File: config.mk
export PLATFORM = sky130hd
export DESIGN_NAME = banked_ram_flat
export DESIGN_NICKNAME = d
export VERILOG_FILES = /design/src/rtl/banked_ram_if.sv /design/src/rtl/banked_ram.sv /design/src/flat_wrapper.sv
export SDC_FILE = /design/constraint.sdc
export NUM_CORES = 2
export LEC_CHECK = 0
export BUFFER_PORTS_ARGS = -buffer_cell sky130_fd_sc_hd__buf_2
export CORE_ASPECT_RATIO = 2
export CORE_UTILIZATION = 45
export DETAILED_ROUTE_END_ITERATION = 8
export HOLD_SLACK_MARGIN = 0.05
export PLACE_DENSITY = 0.59
export SLEW_MARGIN = 20
export SYNTH_ARGS = -nofsm -noshare
export SYNTH_HDL_FRONTEND = slang
export SYNTH_SLANG_ARGS = --single-unit
File: constraint.sdc
create_clock -name clk -period 3.83 [get_ports clk]
set_clock_uncertainty 0.15 [all_clocks]
set_input_delay 0.766 -clock clk [delete_from_list [all_inputs] [get_ports clk]]
set_output_delay 0.766 -clock clk [all_outputs]
set_load 0.02 [all_outputs]
File: src/rtl/banked_ram_if.sv
// Request/response bus of banked_ram: one lane per port, packed by port index.
interface banked_ram_if #(
  parameter int DATA = 32,
  parameter int PORT = 2,
  parameter int ADDR = 6
);
  localparam int BE = DATA / 8;

  logic [PORT-1:0]           req;
  logic [PORT-1:0]           rw_;
  logic [PORT-1:0][ADDR-1:0] addr;
  logic [PORT-1:0][DATA-1:0] wdata;
  logic [PORT-1:0][BE-1:0]   be;
  logic [PORT-1:0]           ready;
  logic [PORT-1:0]           rvalid;
  logic [PORT-1:0][DATA-1:0] rdata;

  modport master (output req, rw_, addr, wdata, be, input ready, rvalid, rdata);
  modport slave  (input req, rw_, addr, wdata, be, output ready, rvalid, rdata);
endinterface

File: src/rtl/banked_ram.sv
// Multi-port RAM built from BANK single-ported banks with per-bank round-robin arbitration.
// Optional memory-clear FSM enabled by defining BANKED_RAM_CLEAR_EN.
module banked_ram #(
  parameter int DATA   = 32,
  parameter int DEPTH  = 64,
  parameter int PORT   = 2,
  parameter int BANK   = 4,
  parameter int OUTREG = 0
) (
  input  logic          clk,
  input  logic          reset,
  banked_ram_if.slave   bus,
  input  logic          clr,
  output logic          busy
);
  localparam int ADDR = $clog2(DEPTH);
  localparam int BSEL = $clog2(BANK);
  localparam int BE   = DATA / 8;
  localparam int ROWS = DEPTH / BANK;
  localparam int RW   = (ROWS > 1) ? $clog2(ROWS) : 1;
  localparam int BW   = (BANK > 1) ? BSEL : 1;
  localparam int PW   = (PORT > 1) ? $clog2(PORT) : 1;

  logic [DATA-1:0]           mem [BANK][ROWS];
  logic [PW-1:0]             ptr [BANK];
  logic [PORT-1:0][ADDR-1:0] addr_w;
  logic [BW-1:0]             bank_of [PORT];
  logic [RW-1:0]             row_of [PORT];
  logic [BANK-1:0]           bank_act;
  logic [PW-1:0]             bank_gp [BANK];
  logic [PW-1:0]             idx_c;
  logic [PORT-1:0]           grant;
  logic                      clearing;
  logic [RW-1:0]             clr_row;
  logic [PORT-1:0]           vld_p0;
  logic [PORT-1:0][DATA-1:0] data_p0;

  assign addr_w = bus.addr;

  // Address decode: low bits pick the bank, the rest the row (wrapped per bank).
  always_comb begin
    for (int p = 0; p < PORT; p++) begin
      bank_of[p] = BW'(addr_w[p] % BANK);
      row_of[p]  = RW'((addr_w[p] / BANK) % ROWS);
    end
  end

  // Arbitration: each bank scans ports starting at its round-robin pointer.
  always_comb begin
    grant    = '0;
    bank_act = '0;
    idx_c    = '0;
    for (int b = 0; b < BANK; b++) begin
      bank_gp[b] = '0;
      for (int k = 0; k < PORT; k++) begin
        idx_c = PW'((32'(ptr[b]) + k) % PORT);
        if (!clearing && !bank_act[b] && bus.req[idx_c] && bank_of[idx_c] == BW'(b)) begin
          bank_act[b]  = 1'b1;
          bank_gp[b]   = idx_c;
          grant[idx_c] = 1'b1;
        end
      end
    end
  end

  assign bus.ready = grant;

  always_ff @(posedge clk or negedge reset) begin
    if (!reset) begin
      for (int b = 0; b < BANK; b++) ptr[b] <= '0;
    end else begin
      for (int b = 0; b < BANK; b++)
        if (bank_act[b]) ptr[b] <= PW'((32'(bank_gp[b]) + 1) % PORT);
    end
  end

  // Memory array: contents survive reset; clear sweeps one row of every bank per cycle.
  always_ff @(posedge clk) begin
    for (int b = 0; b < BANK; b++) begin
      if (clearing) begin
        mem[b][clr_row] <= '0;
      end else if (bank_act[b] && !bus.rw_[bank_gp[b]]) begin
        for (int i = 0; i < BE; i++)
          if (bus.be[bank_gp[b]][i])
            mem[b][row_of[bank_gp[b]]][i*8 +: 8] <= bus.wdata[bank_gp[b]][i*8 +: 8];
      end
    end
  end

  // Stage p0: registered read at the grant edge.
  always_ff @(posedge clk or negedge reset) begin
    if (!reset) begin
      vld_p0  <= '0;
      data_p0 <= '0;
    end else begin
      for (int p = 0; p < PORT; p++) begin
        vld_p0[p] <= grant[p] & bus.rw_[p];
        if (grant[p] && bus.rw_[p]) data_p0[p] <= mem[bank_of[p]][row_of[p]];
      end
    end
  end

  generate
    if (OUTREG != 0) begin : g_outreg
      logic [PORT-1:0]           vld_p1;
      logic [PORT-1:0][DATA-1:0] data_p1;

      // Stage p1: optional output register, data pre-zeroed when not valid.
      always_ff @(posedge clk or negedge reset) begin
        if (!reset) begin
          vld_p1  <= '0;
          data_p1 <= '0;
        end else begin
          vld_p1 <= vld_p0;
          for (int p = 0; p < PORT; p++) data_p1[p] <= vld_p0[p] ? data_p0[p] : '0;
        end
      end

      assign bus.rvalid = vld_p1;
      assign bus.rdata  = data_p1;
    end else begin : g_direct
      assign bus.rvalid = vld_p0;
      always_comb begin
        bus.rdata = '0;
        for (int p = 0; p < PORT; p++) bus.rdata[p] = vld_p0[p] ? data_p0[p] : '0;
      end
    end
  endgenerate

`ifdef BANKED_RAM_CLEAR_EN
  typedef enum logic {IDLE, CLEAR} state_t;
  state_t        state, state_nxt;
  logic [RW-1:0] clr_row_nxt;

  always_ff @(posedge clk or negedge reset) begin
    if (!reset) begin
      state   <= IDLE;
      clr_row <= '0;
    end else begin
      state   <= state_nxt;
      clr_row <= clr_row_nxt;
    end
  end

  always_comb begin
    state_nxt   = state;
    clr_row_nxt = clr_row;
    case (state)
      IDLE: begin
        if (clr) begin
          state_nxt   = CLEAR;
          clr_row_nxt = '0;
        end
      end
      CLEAR: begin
        if (clr_row == RW'(ROWS - 1)) begin
          state_nxt   = IDLE;
          clr_row_nxt = '0;
        end else begin
          clr_row_nxt = clr_row + 1'b1;
        end
      end
      default: state_nxt = IDLE;
    endcase
  end

  assign clearing = (state == CLEAR);
  assign busy     = clearing;
`else
  logic unused_clr;
  assign unused_clr = clr;
  assign clearing   = 1'b0;
  assign clr_row    = '0;
  assign busy       = 1'b0;
`endif

endmodule

File: src/flat_wrapper.sv
// flat-port wrapper written by rule: the top's interface ports become plain ports
module banked_ram_flat 
#(
  parameter int DATA   = 32,
  parameter int DEPTH  = 64,
  parameter int PORT   = 2,
  parameter int BANK   = 4,
  parameter int OUTREG = 0
)
  (clk, reset, clr, busy, bus_req, bus_rw_, bus_addr, bus_wdata, bus_be, bus_ready, bus_rvalid, bus_rdata);
  banked_ram_if #(.DATA(DATA), .PORT(PORT)) bus_i ();
  input  logic clk;
  input  logic reset;
  input  logic clr;
  output logic busy;
  input wire logic [$bits(bus_i.req)-1:0] bus_req;
  input wire logic [$bits(bus_i.rw_)-1:0] bus_rw_;
  input wire logic [$bits(bus_i.addr)-1:0] bus_addr;
  input wire logic [$bits(bus_i.wdata)-1:0] bus_wdata;
  input wire logic [$bits(bus_i.be)-1:0] bus_be;
  output wire logic [$bits(bus_i.ready)-1:0] bus_ready;
  output wire logic [$bits(bus_i.rvalid)-1:0] bus_rvalid;
  output wire logic [$bits(bus_i.rdata)-1:0] bus_rdata;
  assign bus_i.req = bus_req;
  assign bus_i.rw_ = bus_rw_;
  assign bus_i.addr = bus_addr;
  assign bus_i.wdata = bus_wdata;
  assign bus_i.be = bus_be;
  assign bus_ready = bus_i.ready;
  assign bus_rvalid = bus_i.rvalid;
  assign bus_rdata = bus_i.rdata;
  banked_ram #(.DATA(DATA), .DEPTH(DEPTH), .PORT(PORT), .BANK(BANK), .OUTREG(OUTREG)) u_core (.clk(clk), .reset(reset), .bus(bus_i), .clr(clr), .busy(busy));
endmodule
==> flow_metrics.env <==
export IMPL_crit_type="in2out"
export IMPL_min_period_over_period_pct=90.3
export IMPL_coreArea_um2=223000
export IMPL_die_h_um=672
export IMPL_rows=245
export IMPL_ant_nets=0
export IMPL_min_path_cells=4
export IMPL_synthCells=5818
export IMPL_crit_fanout=19
export IMPL_fin_ws_ns=0.372
export IMPL_die_w_um=337
export IMPL_cpPeakStageDelay_ns=0.54
export IMPL_dr_max_layer_used="met5"
export IMPL_internal_power_mw=39.3
export IMPL_combinationalPowerShare_pct=10.6
export IMPL_wirelength_met1_mm=143
export IMPL_synth_cell_types=66
export IMPL_synthTopCellsByArea="edfxtp_1 61%, mux4_2 19%, mux2i_1 5.0%"
export IMPL_nets=6401
export IMPL_synthFlopType="edfxtp_1"
export IMPL_synth_top_area_share_pct=60.8
export IMPL_powerDensity_nw_per_um2=446
export IMPL_power_frac_seq_pct=50.0
export IMPL_dr_wl_met2_mm=211
export IMPL_grt_max_degree=71
export IMPL_pre_cts_ws_ns=-0.00961
export IMPL_switching_share_pct=24.8
export IMPL_critPathCaptureType="output port"
export IMPL_hold_slack_ns=0.135
export IMPL_cts_clk_slew_worst_paths_ns=0.07
export IMPL_holdCritPathClass="in2reg"
export IMPL_syn_area_um2=101000
export IMPL_ys_ff_latch=2118
export IMPL_hold_viol_final=0
export IMPL_area_growth_synth_to_final_pct=15.9
export IMPL_design_portCount=160
export IMPL_startpoint_type="input pin"
export IMPL_postSynthAreaPerCell_um2=17.4
export IMPL_drcViolationCount=0
export IMPL_fin_cells=9458
export IMPL_synth_mux_area_share_pct=25.6
export IMPL_p_leak_nw=38.9
export IMPL_final_setup_tns_ns=0
export IMPL_viasPerCell=7.40
export IMPL_seq_area_frac_synth_pct=62.5
export IMPL_wl_met3_mm=53.0
export IMPL_dr_total_vias=69952
export IMPL_h_tree_depth=4
export IMPL_detail_route_wl_per_cell_um=49.0
export IMPL_slew_viol_final=0
export IMPL_hpwl_mm=304
export IMPL_cp_top_family="simple AND/OR/NAND/NOR gates"
export IMPL_gp_congestion=1.03
export IMPL_post_dp_cell_area_um2=111000
export IMPL_cts_buffers=187
export IMPL_ctsResizeCount=0
export IMPL_synth_xor_area_share_pct=0
export IMPL_synth_adder_area_share_pct=0
export IMPL_totalWireLength_mm=463
export IMPL_clockBufferDepth=4
export IMPL_worst_pin_slew_ns=1.29
export IMPL_clk_latency_ns=0.88
export IMPL_r2r_setup_slack_ns=0.58
export IMPL_cts_tree="built"
export IMPL_crit_buf_inv=2
export IMPL_dr_pass1_iters=8
export IMPL_vdd_ir_drop_max_uv=303
export IMPL_crit_slowest_cell="or3b_1"
export IMPL_synth_edf_count=2048
export IMPL_clock_sinks=2118
export IMPL_drt_iter0_drc=11153
export IMPL_start_util_pct=45.4
export IMPL_ys_warn_count=0
export IMPL_outcome="finished clean"
export IMPL_slew_limit_headroom_pct=14.2
export IMPL_crit_required_ns=2.91
export IMPL_setup_viol=0
export IMPL_synth_top_cell_by_area="edfxtp_1"
export IMPL_cts_root_buf="clkbuf_16"
export IMPL_reg2reg_to="u_core.mem[0][0]"
export IMPL_max_freq_mhz=289
export IMPL_drive_gt1_share_pct=32.9
export IMPL_grt_pass1_wl_mm=609
export IMPL_synth_compound_area_share_pct=4.94
export IMPL_async_flop_share_pct=3.31
export IMPL_synth_simple_area_share_pct=4.50
export IMPL_io_buffers=157
export IMPL_r2r_cells=5
export IMPL_clkPwrFrac_pct=39.3
export IMPL_syn_nets=5909
export IMPL_rsz0062_at_grt="no"
export IMPL_antenna_found_initial=43
export IMPL_drv_cap=0
export IMPL_grtUsageTotal_pct=40.8
export IMPL_worstHoldStart="bus_req[1]"
export IMPL_min_to="u_core.ptr[0]"
export IMPL_synth_most_common_cell="edfxtp_1"
export IMPL_synth_top_family_by_area="multiplexers"
export IMPL_dieArea_um2=227000
export IMPL_min_period_ns=3.46
export IMPL_synth_top_cells_by_count="2048 x edfxtp_1, 861 x mux4_2, 501 x mux2i_1"
export IMPL_placed_cells=9084
export IMPL_grt_overflow=0
export IMPL_worstPathCellList="buf_8, or3b_1, nor3_1, a211o_1, nand4_1, and2_1, buf_2"
export IMPL_critPathArrivalTime_ns=2.54
export IMPL_p_sw_mw=12.9
export IMPL_final_area_um2=117000
export IMPL_r2r_start="u_core.ptr[3]"
export IMPL_grt_pass1_vias=68681
## metrics by stage
step / power, mW / util (%)
final: 52.3 / 52.6
after global routing: 53.0 / 52.6
after CTS: 52.1 / 52.6
after detailed placement: 32.1 / 49.6
after global placement: 32.0 / 49.6
after floorplan: 29.4 / -
## placed cells by master (no fill, tap or decap), types with 12 or more instances in the layout
| cell | netlist | layout |
|---|---|---|
| nor2_1 | 354 | 341 |
| o21ai_1 | 30 | 29 |
| clkbuf_16 | 0 | 190 |
| or2_2 | 13 | 12 |
| a41o_1 | 32 | 31 |
| nor3_1 | 58 | 57 |
| nand2_1 | 259 | 256 |
| diode_2 | 0 | 35 |
| buf_4 | 52 | 419 |
| a21oi_1 | 142 | 141 |
| o21ai_0 | 47 | 47 |
| a22oi_1 | 202 | 202 |
| o22ai_1 | 70 | 70 |
| edfxtp_1 | 2048 | 2048 |
| buf_12 | 0 | 204 |
| clkinv_1 | 0 | 27 |
| clkbuf_8 | 0 | 22 |
| a211oi_1 | 34 | 34 |
| clkbuf_1 | 186 | 18 |
| a221oi_1 | 64 | 64 |
| mux4_2 | 861 | 861 |
| bufinv_16 | 0 | 31 |
| o221ai_1 | 21 | 21 |
| o32ai_1 | 18 | 18 |
| clkinv_2 | 0 | 35 |
| mux2_2 | 129 | 129 |
| and3_1 | 33 | 33 |
| nand3_1 | 148 | 146 |
| buf_2 | 168 | 146 |
| dfrtp_1 | 70 | 68 |
| mux2i_1 | 501 | 499 |
| a31oi_1 | 12 | 12 |
| nor2b_1 | 20 | 13 |
| and2_1 | 84 | 79 |
## logic make-up (layout without fill, tap and decap cells)
kind of cell           Yosys count  in the layout
AND/OR/NAND/NOR               1007           1007
other                            1             36
buffers and inverters          483           1124
flip-flops                    2118           2118
AO/OA/AOI/OAI                  718            718
multiplexers                  1491           1491
## per-layer routing
metal  up-vias  track usage, %
met5         -               0
met4        14            39.7
met3      1943            9.60
met2      6394            62.4
met1     36383            46.6
li1      25218               -
## registers in the layout, indices dropped and copies added, names as in the netlist
name / cells
u_core.bus.rvalid: 2
u_core.data_p0: 64
u_core.mem: 2048
u_core.ptr: 4
## worst min-delay path, stage by stage
cell and delay [ns]:
buf_2 0.15, nand3_1 0.10, nand2_1 0.05, o21ai_0 0.06
## how the worst max path moves through the flow
stage,start,endpoint,slack (ns),cells past startpoint
floorplan,bus_addr[7],u_core.mem[0][104],0.69,8
global placement,bus_addr[1],u_core.mem[3][0],-0.03,9
detailed placement,bus_addr[1],u_core.mem[1][401],-0.01,7
CTS,u_core.bus.rvalid[1],bus_rdata[45],0.33,3
global route,bus_addr[6],bus_ready[0],0.34,7
finish,bus_addr[6],bus_ready[0],0.37,7
## power groups by stage
stage	combinational [mW]	sequential [mW]	clock [mW]
floorplan	3.03	26.4	0
global placement	5.35	26.6	0
detailed placement	5.40	26.7	0
CTS	5.41	26.1	20.6
global route	5.63	26.2	21.2
finish	5.54	26.2	20.6
## layout make-up
cell class / count / area (um^2)
fillers: 17884 / 106000
clock inverters: 108 / 1360
diodes: 35 / 87.6
repair buffers: 776 / 8060
clock buffers: 230 / 5120
flip-flops and latches: 2118 / 63300
multi-input cells: 3217 / 35600
inverters: 10 / 43.8
well taps: 2964 / 3710
## what timing repair did
action | 4_1_cts | 5_1_grt
endpoints found under the hold margin | 31 | 0
buffers inserted | 0 | 0
hold buffers | 1 | 0
Power figures use the tool's default switching activity.
